<file path="src/rtl/bcd7_pkg.sv">
// bcd7_pkg: shared constants for the bcd7 scan/commit controller.
// Revision: 1.0
`default_nettype none

package bcd7_pkg;

  localparam logic [3:0] DIG0 = 4'b0001;
  localparam logic [3:0] DIG1 = 4'b0010;
  localparam logic [3:0] DIG2 = 4'b0100;
  localparam logic [3:0] DIG3 = 4'b1000;

  localparam int CTRL_EN       = 0;
  localparam int CTRL_BLANK_LZ = 1;

  localparam logic SEL_DATA = 1'b0;
  localparam logic SEL_CTRL = 1'b1;

  function automatic logic [3:0] dig_onehot(input logic [1:0] idx);
    logic [3:0] sel;
    sel = DIG0;
    case (idx)
      2'd0:    sel = DIG0;
      2'd1:    sel = DIG1;
      2'd2:    sel = DIG2;
      default: sel = DIG3;
    endcase
    return sel;
  endfunction

endpackage

`default_nettype wire

</file>
<file path="src/rtl/bcd7_scan_if.sv">
// bcd7_scan_if: CPU write port and display-side outputs of the scan controller.
// Revision: 1.0
`default_nettype none

interface bcd7_scan_if;
  logic        wr_en;
  logic        wr_sel;
  logic [15:0] wr_data;
  logic [3:0]  an;
  logic        bcd7ctrl;
  logic [15:0] bcd7in;
  logic        busy;
  logic        frame_tick;

  modport master (
    output wr_en, wr_sel, wr_data,
    input  an, bcd7ctrl, bcd7in, busy, frame_tick
  );

  modport slave (
    input  wr_en, wr_sel, wr_data,
    output an, bcd7ctrl, bcd7in, busy, frame_tick
  );
endinterface

`default_nettype wire

</file>
<file path="src/rtl/bcd7_prescaler.sv">
// bcd7_prescaler: digit dwell counter, 0..SCAN_DIV-1, held at 0 while run is low.
// Revision: 1.0
`default_nettype none

module bcd7_prescaler #(
  parameter int SCAN_DIV = 50000,
  parameter int CNT_W    = $clog2(SCAN_DIV)
) (
  input  logic clk,
  input  logic reset,
  input  logic run,
  output logic tc
);

  localparam logic [CNT_W-1:0] CNT_MAX = CNT_W'(SCAN_DIV - 1);

  logic [CNT_W-1:0] cnt;

  always_ff @(posedge clk or posedge reset) begin
    if (reset) begin
      cnt <= '0;
    end else if (!run) begin
      cnt <= '0;
    end else if (cnt == CNT_MAX) begin
      cnt <= '0;
    end else begin
      cnt <= cnt + CNT_W'(1);
    end
  end

  assign tc = run && (cnt == CNT_MAX);

endmodule

`default_nettype wire

</file>
<file path="src/rtl/bcd7_scan.sv">
// bcd7_scan: 4-digit scan timing plus frame-aligned commit of buffered bus writes.
// Optional leading-zero blanking built when BCD7_SCAN_BLANK_EN is defined. Revision: 1.0
`default_nettype none

module bcd7_scan
  import bcd7_pkg::*;
#(
  parameter int SCAN_DIV = 50000,
  parameter int CNT_W    = $clog2(SCAN_DIV)
) (
  input  logic        clk,
  input  logic        reset,
  bcd7_scan_if.slave  bus
);

  logic        en;
  logic [1:0]  idx;
  logic        tc;
  logic        pend;
  logic [15:0] pend_data;
  logic        data_wr;
  logic        ctrl_wr;
  logic        commit;
  logic        frame_tick;

  assign data_wr = bus.wr_en && (bus.wr_sel == SEL_DATA);
  assign ctrl_wr = bus.wr_en && (bus.wr_sel == SEL_CTRL);

  bcd7_prescaler #(
    .SCAN_DIV (SCAN_DIV),
    .CNT_W    (CNT_W)
  ) u_prescaler (
    .clk   (clk),
    .reset (reset),
    .run   (en),
    .tc    (tc)
  );

  assign frame_tick = tc && (idx == 2'd3);
  // With scanning off there is nothing to tear, so commit immediately.
  assign commit     = pend && (frame_tick || !en);

  always_ff @(posedge clk or posedge reset) begin
    if (reset) begin
      en        <= 1'b1;
      idx       <= 2'd0;
      pend      <= 1'b0;
      pend_data <= 16'h0000;
    end else begin
      if (ctrl_wr) begin
        en <= bus.wr_data[CTRL_EN];
      end
      if (!en) begin
        idx <= 2'd0;
      end else if (tc) begin
        idx <= idx + 2'd1;
      end
      if (data_wr) begin
        pend      <= 1'b1;
        pend_data <= bus.wr_data;
      end else if (commit) begin
        pend <= 1'b0;
      end
    end
  end

`ifdef BCD7_SCAN_BLANK_EN
  logic        blank_lz;
  logic [15:0] shown;
  logic        lead_zero;

  always_ff @(posedge clk or posedge reset) begin
    if (reset) begin
      blank_lz <= 1'b0;
      shown    <= 16'h0000;
    end else begin
      if (ctrl_wr) begin
        blank_lz <= bus.wr_data[CTRL_BLANK_LZ];
      end
      if (commit) begin
        shown <= pend_data;
      end
    end
  end

  // Digit k is a leading zero when it and every higher nibble are zero.
  always_comb begin
    lead_zero = 1'b0;
    case (idx)
      2'd1:    lead_zero = (shown[15:4]  == 12'd0);
      2'd2:    lead_zero = (shown[15:8]  == 8'd0);
      2'd3:    lead_zero = (shown[15:12] == 4'd0);
      default: lead_zero = 1'b0;
    endcase
  end

  assign bus.an = (en && !(blank_lz && lead_zero)) ? dig_onehot(idx) : 4'b0000;
`else
  assign bus.an = en ? dig_onehot(idx) : 4'b0000;
`endif

  assign bus.bcd7ctrl   = commit;
  assign bus.bcd7in     = pend_data;
  assign bus.busy       = pend;
  assign bus.frame_tick = frame_tick;

endmodule

`default_nettype wire
</file>
<file path="src/flat_wrapper.sv">
// flat-port wrapper written by rule: the top's interface ports become plain ports
module bcd7_scan_flat import bcd7_pkg::*;
#(
  parameter int SCAN_DIV = 50000,
  parameter int CNT_W    = $clog2(SCAN_DIV)
)
  (clk, reset, bus_wr_en, bus_wr_sel, bus_wr_data, bus_an, bus_bcd7ctrl, bus_bcd7in, bus_busy, bus_frame_tick);
  bcd7_scan_if bus_i ();
  input  logic clk;
  input  logic reset;
  input wire logic [$bits(bus_i.wr_en)-1:0] bus_wr_en;
  input wire logic [$bits(bus_i.wr_sel)-1:0] bus_wr_sel;
  input wire logic [$bits(bus_i.wr_data)-1:0] bus_wr_data;
  output wire logic [$bits(bus_i.an)-1:0] bus_an;
  output wire logic [$bits(bus_i.bcd7ctrl)-1:0] bus_bcd7ctrl;
  output wire logic [$bits(bus_i.bcd7in)-1:0] bus_bcd7in;
  output wire logic [$bits(bus_i.busy)-1:0] bus_busy;
  output wire logic [$bits(bus_i.frame_tick)-1:0] bus_frame_tick;
  assign bus_i.wr_en = bus_wr_en;
  assign bus_i.wr_sel = bus_wr_sel;
  assign bus_i.wr_data = bus_wr_data;
  assign bus_an = bus_i.an;
  assign bus_bcd7ctrl = bus_i.bcd7ctrl;
  assign bus_bcd7in = bus_i.bcd7in;
  assign bus_busy = bus_i.busy;
  assign bus_frame_tick = bus_i.frame_tick;
  bcd7_scan #(.SCAN_DIV(SCAN_DIV), .CNT_W(CNT_W)) u_core (.clk(clk), .reset(reset), .bus(bus_i));
endmodule
</file>
<file path="config.mk">
export PLATFORM = sky130hd
export DESIGN_NAME = bcd7_scan_flat
export DESIGN_NICKNAME = d
export VERILOG_FILES = /design/src/rtl/bcd7_pkg.sv /design/src/rtl/bcd7_scan_if.sv /design/src/rtl/bcd7_prescaler.sv /design/src/rtl/bcd7_scan.sv /design/src/flat_wrapper.sv
export SDC_FILE = /design/constraint.sdc
export NUM_CORES = 1
export LEC_CHECK = 0
export BUFFER_PORTS_ARGS = -buffer_cell sky130_fd_sc_hd__buf_2
export CAP_MARGIN = 0
export CORE_MARGIN = 2
export CORE_UTILIZATION = 52
export CTS_CLUSTER_DIAMETER = 40
export DETAILED_ROUTE_END_ITERATION = 8
export GPL_TIMING_DRIVEN = 1
export HOLD_SLACK_MARGIN = 0.15
export PLACE_DENSITY = 0.79
export SLEW_MARGIN = 10
export SYNTH_ARGS = -nofsm -noshare
export SYNTH_HDL_FRONTEND = slang
export SYNTH_SLANG_ARGS = --single-unit
</file>
<file path="constraint.sdc">
create_clock -name clk -period 2.26 [get_ports clk]
set_clock_uncertainty 0.15 [all_clocks]
set_input_delay 0.452 -clock clk [delete_from_list [all_inputs] [get_ports clk]]
set_output_delay 0.452 -clock clk [all_outputs]
set_load 0.02 [all_outputs]
</file>
==> summary.txt, run 1 <==
Yosys
  • Ys Warns: 0
  • Unique masters post-synth: 32
  • Register area share after synthesis: 53.6%
  • Synthesis-stage register bit count: 36
  • Post-Synth XOR/XNOR Area: under 10%
  • Mean Syn Cell Area: 11.8 um2
  • Largest family of logic cells by synthesized area: simple AND/OR/NAND/NOR gates
  • Synth Flop Type: dfrtp_1
  • Adder and majority cell fraction of the synthesized area: 3.72%
  • Mux cell area share after synthesis: 12.0%
  • Fraction of registers with async set/reset: 100%
  • Post-synth EDFFs: 0
  • Post-Syn Instances: 142
  • Synth Area in Compound Gates: 1.71%
  • Net Count, Synth: 167
  • Synthesized area: 1680 um2
  • Post-synthesis simple-gate area fraction: 18.8%

Setup path
  • Setup Crit Path Kind: reg -> out
  • Crit path launch: u_core.u_prescaler.cnt[4]$_DFF_PP0_
  • RR Endpoint: u_core.bus.busy$_DFFE_PP0P_
  • Setup crit end: bus_frame_tick
  • Reg2Reg Depth: 6
  • Arr. time, crit path: 1960 ps
  • Worst setup SP type: flop
  • Reg2reg start: u_core.u_prescaler.cnt[4]$_DFF_PP0_
  • Crit Path Max Fanout: 2
  • Worst setup EP type: primary output
  • Worst endpoint required time: 1660 ps
  • Register-to-register setup slack: 180 ps

Pwr
  • Sequential share of power: 52.0%
  • Clock share of power: 30.8%
  • Comb pwr share: 17.2%
  • Int Pwr: 1.05 mW
  • Worst VDD drop: 423 uV
  • Lkg Pwr: 0.994 nW
  • Sw frac: 27.4%
  • Switching power: 0.394 mW
  • Pwr per Cell Area: around 670 nW/um2

Cells and area
  • Multi-input gate area: 751 um2
  • Most common cell after layout, fill and taps aside: buf_2
  • Synthesis-to-layout area growth: 28.0%
  • Final Core Density: between 70% and 80%
  • N_diodes: 0
  • Fin nets: 228
  • Ratio of cells with drive above 1 in the final layout: 45.6%
  • Post-route insts no fill: 248
  • FF+latch area: 902 um2
  • Commonest non-fill, non-tap cells in the layout: buf_2 (40), dfrtp_1 (35), nor2_1 (18)
  • Fillers: 220

Detailed routing
  • Drt pass-1 iters: 4
  • Via count: 1260
  • DRT antenna net count: 0
  • WL per Instance: 13.7 um
  • Vias per cell: 5.08
  • DRC Markers: 0
  • DR iter-0 viols: between 50 and 60
  • Wirelength, routed: 3390 um

Status
  • Violated checks: setup timing
  • Run status: complete, but fails checks

Floorplan
  • Chip Width: a little over 60 um
  • IO Count: 43
  • Die H: about 61 um
  • Cell Rows: 20
  • Core ar.: 3050 um2
  • Die area: 3700 um2
  • Initial core utilization: 55.1%

Placement
  • Placed insts: between 200 and 250
  • IO Port Bufs: 42
  • Gpl congestion: 0.778
  • Pre-CTS setup slack: 13.3 ps
  • Hpwl dp: 2570 um

Clock tree
  • Clock H-tree levels: 2
  • Clock root buffer: clkbuf_4
  • Clock latency on the worst-skew pair: 340 ps
  • CTS sink count: 36
  • Clock transition at path regs: ~110 ps
  • Cts bufs inserted: 5
  • Longest Clk Path Bufs: 2
  • CTS tree: yes

Min path
  • Type of the worst min-delay path: in -> reg

Timing
  • Final Hold Vio Count: 0
  • Setup Viol. Count Final: 2
  • RSZ-0062 raised after global routing: true
  • Worst Hold Slack: 182 ps
  • FMAX: 0.390 GHz
  • Final period util: 113%
  • Max-slew violation count: 0
  • Actual slew at the worst max-slew pin: 442 ps
  • Final Worst Setup Slack: -304 ps
  • Worst rel slew slack: 70.6%
  • Min Clock Period, post-route: 2560 ps

Global routing
  • Initial antenna violation count: 0
  • Largest net degree at the start of global routing: 37
  • First-pass GRT wire length: 5870 um
  • Global-route usage over all layers: around 22%
  • GRT overflow: 0
  • Vias in the first global route: 1358

Flow run
  • Max-cap violations: 0
-- power groups by stage --
stage          sequential [mW]  combinational, mW  clock [mW]
2_1_floorplan            0.806              0.114           0
3_3_place_gp             0.755              0.237           0
3_5_place_dp             0.760              0.247           0
4_1_cts                  0.749              0.251       0.455
5_1_grt                  0.757              0.269       0.488
6_report                 0.749              0.247       0.443
-- metrics by stage --
step | area, um2 | power [mW] | TNS, ps
2_1_floorplan | 1690 | 0.921 | 0
3_3_place_gp | 2030 | 0.993 | 0
3_5_place_dp | 2030 | 1.01 | 0
4_1_cts | 2140 | 1.46 | -656
5_1_grt | 2150 | 1.51 | -782
6_report | 2150 | 1.44 | -594
-- worst max-delay path, stage by stage, from the launching register on --
cell	delay [ps]
dfrtp_1	400
or4b_4	560
nor4_4	270
buf_4	160
and2_4	130
buf_6	110
-- metal layers --
layer | global-route usage (%) | up-vias | part of all wire, %
met2 | 38.1 | 38 | 52
met4 | 10.9 | 0 | 2.1
met1 | 24.9 | 615 | 40
met5 | 0 | - | 0
li1 | - | 601 | -
met3 | 6.82 | 6 | 6.1
-- kinds of logic (layout without fill, tap and decap cells) --
| family | after synthesis | count (layout) |
|---|---|---|
| AND/OR/NAND/NOR | 55 | 55 |
| buffers and inverters | 10 | 72 |
| adder cells (fa/ha/maj) | 5 | 5 |
| multiplexers | 18 | 18 |
| AO/OA/AOI/OAI | 4 | 4 |
| XOR/XNOR | 14 | 14 |
| flip-flops | 36 | 36 |
-- cells in the mapped netlist, drive strengths merged, types with 3 or more instances --
cell type	instances	share of area, %
nand2	6	1.8
ha	5	3.7
and2	6	2.2
nor3	3	0.89
inv	6	1.3
nor2	18	4.0
nand3	6	1.8
xnor2	13	6.8
nor4	4	2.4
dfrtp	35	52
mux2	17	11
-- flip-flops by register name, indices dropped and copies added (netlist names) --
| name | flops |
|---|---|
| u_core.bus.bcd7in | 16 |
| u_core.bus.busy | 1 |
| u_core.en | 1 |
| u_core.idx | 2 |
| u_core.u_prescaler.cnt | 16 |
-- worst min-delay path by stage --
stage,end,slack (ps),from,depth (start not counted)
6_report,u_core.bus.bcd7in[7]$_DFFE_PP0P_,180,bus_wr_data[7],2
5_1_grt,u_core.bus.bcd7in[9]$_DFFE_PP0P_,160,bus_wr_data[9],2
2_1_floorplan,u_core.u_prescaler.cnt[0]$_DFF_PP0_,300,u_core.u_prescaler.cnt[0]$_DFF_PP0_,1
4_1_cts,u_core.bus.bcd7in[11]$_DFFE_PP0P_,160,bus_wr_data[11],2
3_5_place_dp,u_core.u_prescaler.cnt[0]$_DFF_PP0_,330,u_core.u_prescaler.cnt[0]$_DFF_PP0_,1
3_3_place_gp,u_core.u_prescaler.cnt[0]$_DFF_PP0_,320,u_core.u_prescaler.cnt[0]$_DFF_PP0_,1
-- area by class of cell --
type                            instances  share of cell area (%)
Clock inverter                          2                    1.63
Timing Repair Buffer                   58                    16.0
Clock buffer                            6                    1.92
Sequential cell                        36                    41.9
Multi-Input combinational cell         96                    34.9
Inverter                                6                    1.05
Tap cell                               44                    2.56
-- repair_timing --
| action | 4_1_cts | 5_1_grt |
|---|---|---|
| endpoints found under the hold margin | 35 | 0 |
| hold buffers | 1 | 0 |
| resized for setup | 7 | 0 |
| setup endpoints to repair | 2 | 2 |
| pin swaps | 3 | 2 |
| buffers inserted | 1 | 1 |
Power figures use the tool's default switching activity.
==> inputs of run 2 (changes only) <==
- PLACE_DENSITY: 0.79 -> 0.78
- SYNTH_HIERARCHICAL: unset -> 1
==> summary.txt, run 2 <==
Detailed routing
  • WL per Instance: 14.4 um (+5.3%)
  • Wirelength, routed: 3700 um (+9.1%)
  • DR iter-0 viols: 44 (-19%)
  • DRC Markers: 0 (unchanged)
  • Vias per cell: 4.89 (-3.8%)
  • Met2 WL: 2050 um (+17%)
  • DRT antenna net count: 0 (unchanged)
  • Routed length on met3: 158 um (-23%)
  • Met1 wire length: 1480 um (+8.5%)
  • DR top layer: met4
  • Drt pass-1 iters: 4 (unchanged)
  • Via count: 1256 (-0.32%)

Clock tree
  • Clock latency on the worst-skew pair: 320 ps (-20 ps)
  • Clock root buffer: clkbuf_4
  • Cts bufs inserted: 5 (unchanged)
  • Clock H-tree levels: 2 (unchanged)
  • Longest Clk Path Bufs: 2 (unchanged)
  • CTS sink count: 36 (unchanged)
  • Clock transition at path regs: 110 ps (about the same)
  • CTS tree: yes

Pwr
  • Lkg Pwr: 1.10 nW (+11%)
  • Pwr Total: 1.41 mW (-1.8%)
  • Worst VDD drop: 475 uV (+12%)
  • Pwr per Cell Area: 624 nW/um2 (-6.8%)

Timing
  • Max-slew violation count: 0 (unchanged)
  • Final Hold Vio Count: 0 (unchanged)
  • Final Worst Setup Slack: -118 ps (+186 ps)
  • Worst Hold Slack: 194 ps (+12.4 ps)
  • Min Clock Period, post-route: 2380 ps (-186 ps)
  • Setup Viol. Count Final: 3 (+1)
  • Worst rel slew slack: 49.5% (-21 points)
  • RSZ-0062 raised after global routing: true
  • Final setup TNS: -272 ps (+322 ps)
  • FMAX: 0.421 GHz (+7.8%)
  • Actual slew at the worst max-slew pin: 757 ps (+316 ps)
  • Final period util: 105% (-8.2 points)

Yosys
  • Unique masters post-synth: 33 (+3.1%)
  • Cell with the most instances after synthesis: dfrtp_1
  • Synthesis-stage register bit count: 36 (unchanged)
  • Post-synth EDFFs: 0 (unchanged)
  • Register area share after synthesis: 51.3% (-2.3 points)
  • Share of the synthesized area in the top cell type: 49.8% (-2.3 points)
  • Synth Flop Type: dfrtp_1
  • Mean Syn Cell Area: 12.5 um2 (+5.3%)
  • Ys Warns: 6 (+6)
  • Cell accounting for the most synthesized area: dfrtp_1
  • Synthesized area: 1760 um2 (+4.5%)
  • Largest cells by area after synthesis: dfrtp_1 (50%), mux2_4 (7.7%), xnor2_1 (5.5%), mux2_2 (5.1%), ha_1 (3.6%)
  • Net Count, Synth: 166 (-0.60%)
  • Fraction of registers with async set/reset: 100% (unchanged)
  • Post-Syn Instances: 141 (-0.70%)
  • Commonest cells post-synth: dfrtp_1 (35), nor2_1 (16), xnor2_1 (11)

Floorplan
  • Die area: 3860 um2 (+4.3%)
  • Cell Rows: 21 (+5.0%)
  • Initial core utilization: 53.5% (-1.6 points)
  • Chip Width: 62.1 um (+2.1%)
  • Core ar.: 3280 um2 (+7.6%)
  • Die H: 62.1 um (+2.1%)
  • IO Count: 43 (unchanged)

Placement
  • Placed insts: 230 (-3.0%)
  • Gpl congestion: 0.761 (-2.2%)
  • Hpwl dp: 2620 um (+2.0%)
  • Area post-placement: 2020 um2 (-0.62%)
  • Pre-CTS setup slack: 54.5 ps (+41.2 ps)
  • IO Port Bufs: 42 (unchanged)

Setup path
  • Bufs and invs on worst path: 6 (+4)
  • Crit Path Max Fanout: 3 (+1)
  • Setup Crit Path Kind: reg -> reg
  • Worst setup EP type: flop
  • Worst setup SP type: flop
  • Arr. time, crit path: 2440 ps (+480 ps)
  • CP most frequent cell: buf_4
  • CP peak stage delay: 410 ps (-150 ps)
  • Worst endpoint required time: 2330 ps (+670 ps)
  • Crit-path leading delay family: simple AND/OR/NAND/NOR gates
  • Slowest cell on crit path: dfrtp_1
  • Critical path cell sequence: nor4b_2, nand4_1, nor2_2, nand2_2, buf_6, buf_4, buf_4, buf_4, buf_4, buf_4, a31o_2

Cells and area
  • Ratio of cells with drive above 1 in the final layout: 48.8% (+3.2 points)
  • Commonest non-fill, non-tap cells in the layout: buf_2 (40), dfrtp_1 (35), buf_4 (22)
  • Fin area: 2270 um2 (+5.3%)
  • N_diodes: 0 (unchanged)
  • Post-route insts no fill: 257 (+3.6%)
  • Fin nets: 235 (+3.1%)
  • Most common cell after layout, fill and taps aside: buf_2
  • Synthesis-to-layout area growth: 28.9%
  • Final Core Density: 69.0% (-1.5 points)

Global routing
  • GRT overflow: 0 (unchanged)
  • Initial antenna violation count: 0 (unchanged)
  • Vias in the first global route: 1384 (+1.9%)
  • Global-route usage over all layers: 20.8% (-1.4 points)
  • Largest net degree at the start of global routing: 21 (-43%)
  • First-pass GRT wire length: 6470 um (+10%)

Status
  • Run status: complete, but fails checks
  • Violated checks: setup timing

Min path
  • Type of the worst min-delay path: in -> reg

Flow run
  • Max-cap violations: 0 (unchanged)
[run 2: cell count changes in the layout (fill, tap and decap cells not counted), moves of 2 or more]
cell,previous run,this run
or2_2,2,0
clkbuf_8,0,2
inv_1,6,10
nor4_2,0,2
xnor2_1,13,11
xor2_1,1,3
mux2_4,0,9
nor2_1,18,15
mux2_2,17,8
buf_4,15,22
or4b_4,2,0
nor2_2,0,2
nor4_1,3,0
[run 2: cells by family after synthesis]
family | synth area share (%)
xor+xnor | 6.98
mux | 13.4
buf+inv | 4.34
compound gates | 1.71
flops | 51.3
fa+ha+maj | 3.56
simple gates | 18.7
[run 2: worst reg2reg max path, stage by stage, from the launching register on]
cell	delay, ps
dfrtp_1	410
nor4b_2	310
nand4_1	200
nor2_2	160
nand2_2	90
buf_6	120
buf_4	120
buf_4	120
buf_4	120
buf_4	120
buf_4	120
a31o_2	230
[run 2: path summary, 6_finish.rpt]
check / startpoint / endpoint / slack [ps] / cells after the start
max: u_core/u_prescaler/cnt[7]$_DFF_PP0_ / u_core/bus.busy$_DFFE_PP0P_ / -120 / 11
min in group asynchronous: reset / u_core/u_prescaler/cnt[2]$_DFF_PP0_ / 600 / 3
min: bus_wr_data[8] / u_core/bus.bcd7in[8]$_DFFE_PP0P_ / 190 / 2
min reg2reg: u_core/bus.bcd7in[14]$_DFFE_PP0P_ / u_core/bus.bcd7in[14]$_DFFE_PP0P_ / 370 / 1
max reg2reg: u_core/u_prescaler/cnt[7]$_DFF_PP0_ / u_core/bus.busy$_DFFE_PP0P_ / -120 / 11
max in group asynchronous: reset / u_core/bus.busy$_DFFE_PP0P_ / 830 / 3
[run 2: layout make-up]
cell class                      count  area, um2
Fill cell                         228       1020
Sequential cell                    36        902
Multi-Input combinational cell     92        802
Timing Repair Buffer               65        398
Clock buffer                        8       68.8
Tap cell                           46       57.6
Inverter                           10       37.5
[run 2: per-layer routing]
| metal | vias up | global-route usage, % |
|---|---|---|
| met1 | 605 | 24.1 |
| met5 | - | 0 |
| met4 | 0 | 6.39 |
| met2 | 37 | 38.2 |
| met3 | 2 | 4.71 |
| li1 | 612 | - |
[run 2: power breakdown]
part | total [mW] | internal, mW | switching [mW]
clock | 0.388 | 0.183 | 0.204
combinational | 0.277 | 0.127 | 0.151
sequential | 0.748 | 0.705 | 0.0433
total | 1.41 | 1.01 | 0.398
[run 2: timing repair]
action                                 CTS  global route
setup endpoints to repair                2             3
endpoints found under the hold margin   35             0
pin swaps                                7             3
resized for setup                        6             4
buffers inserted                        16             2
hold buffers                             1             0
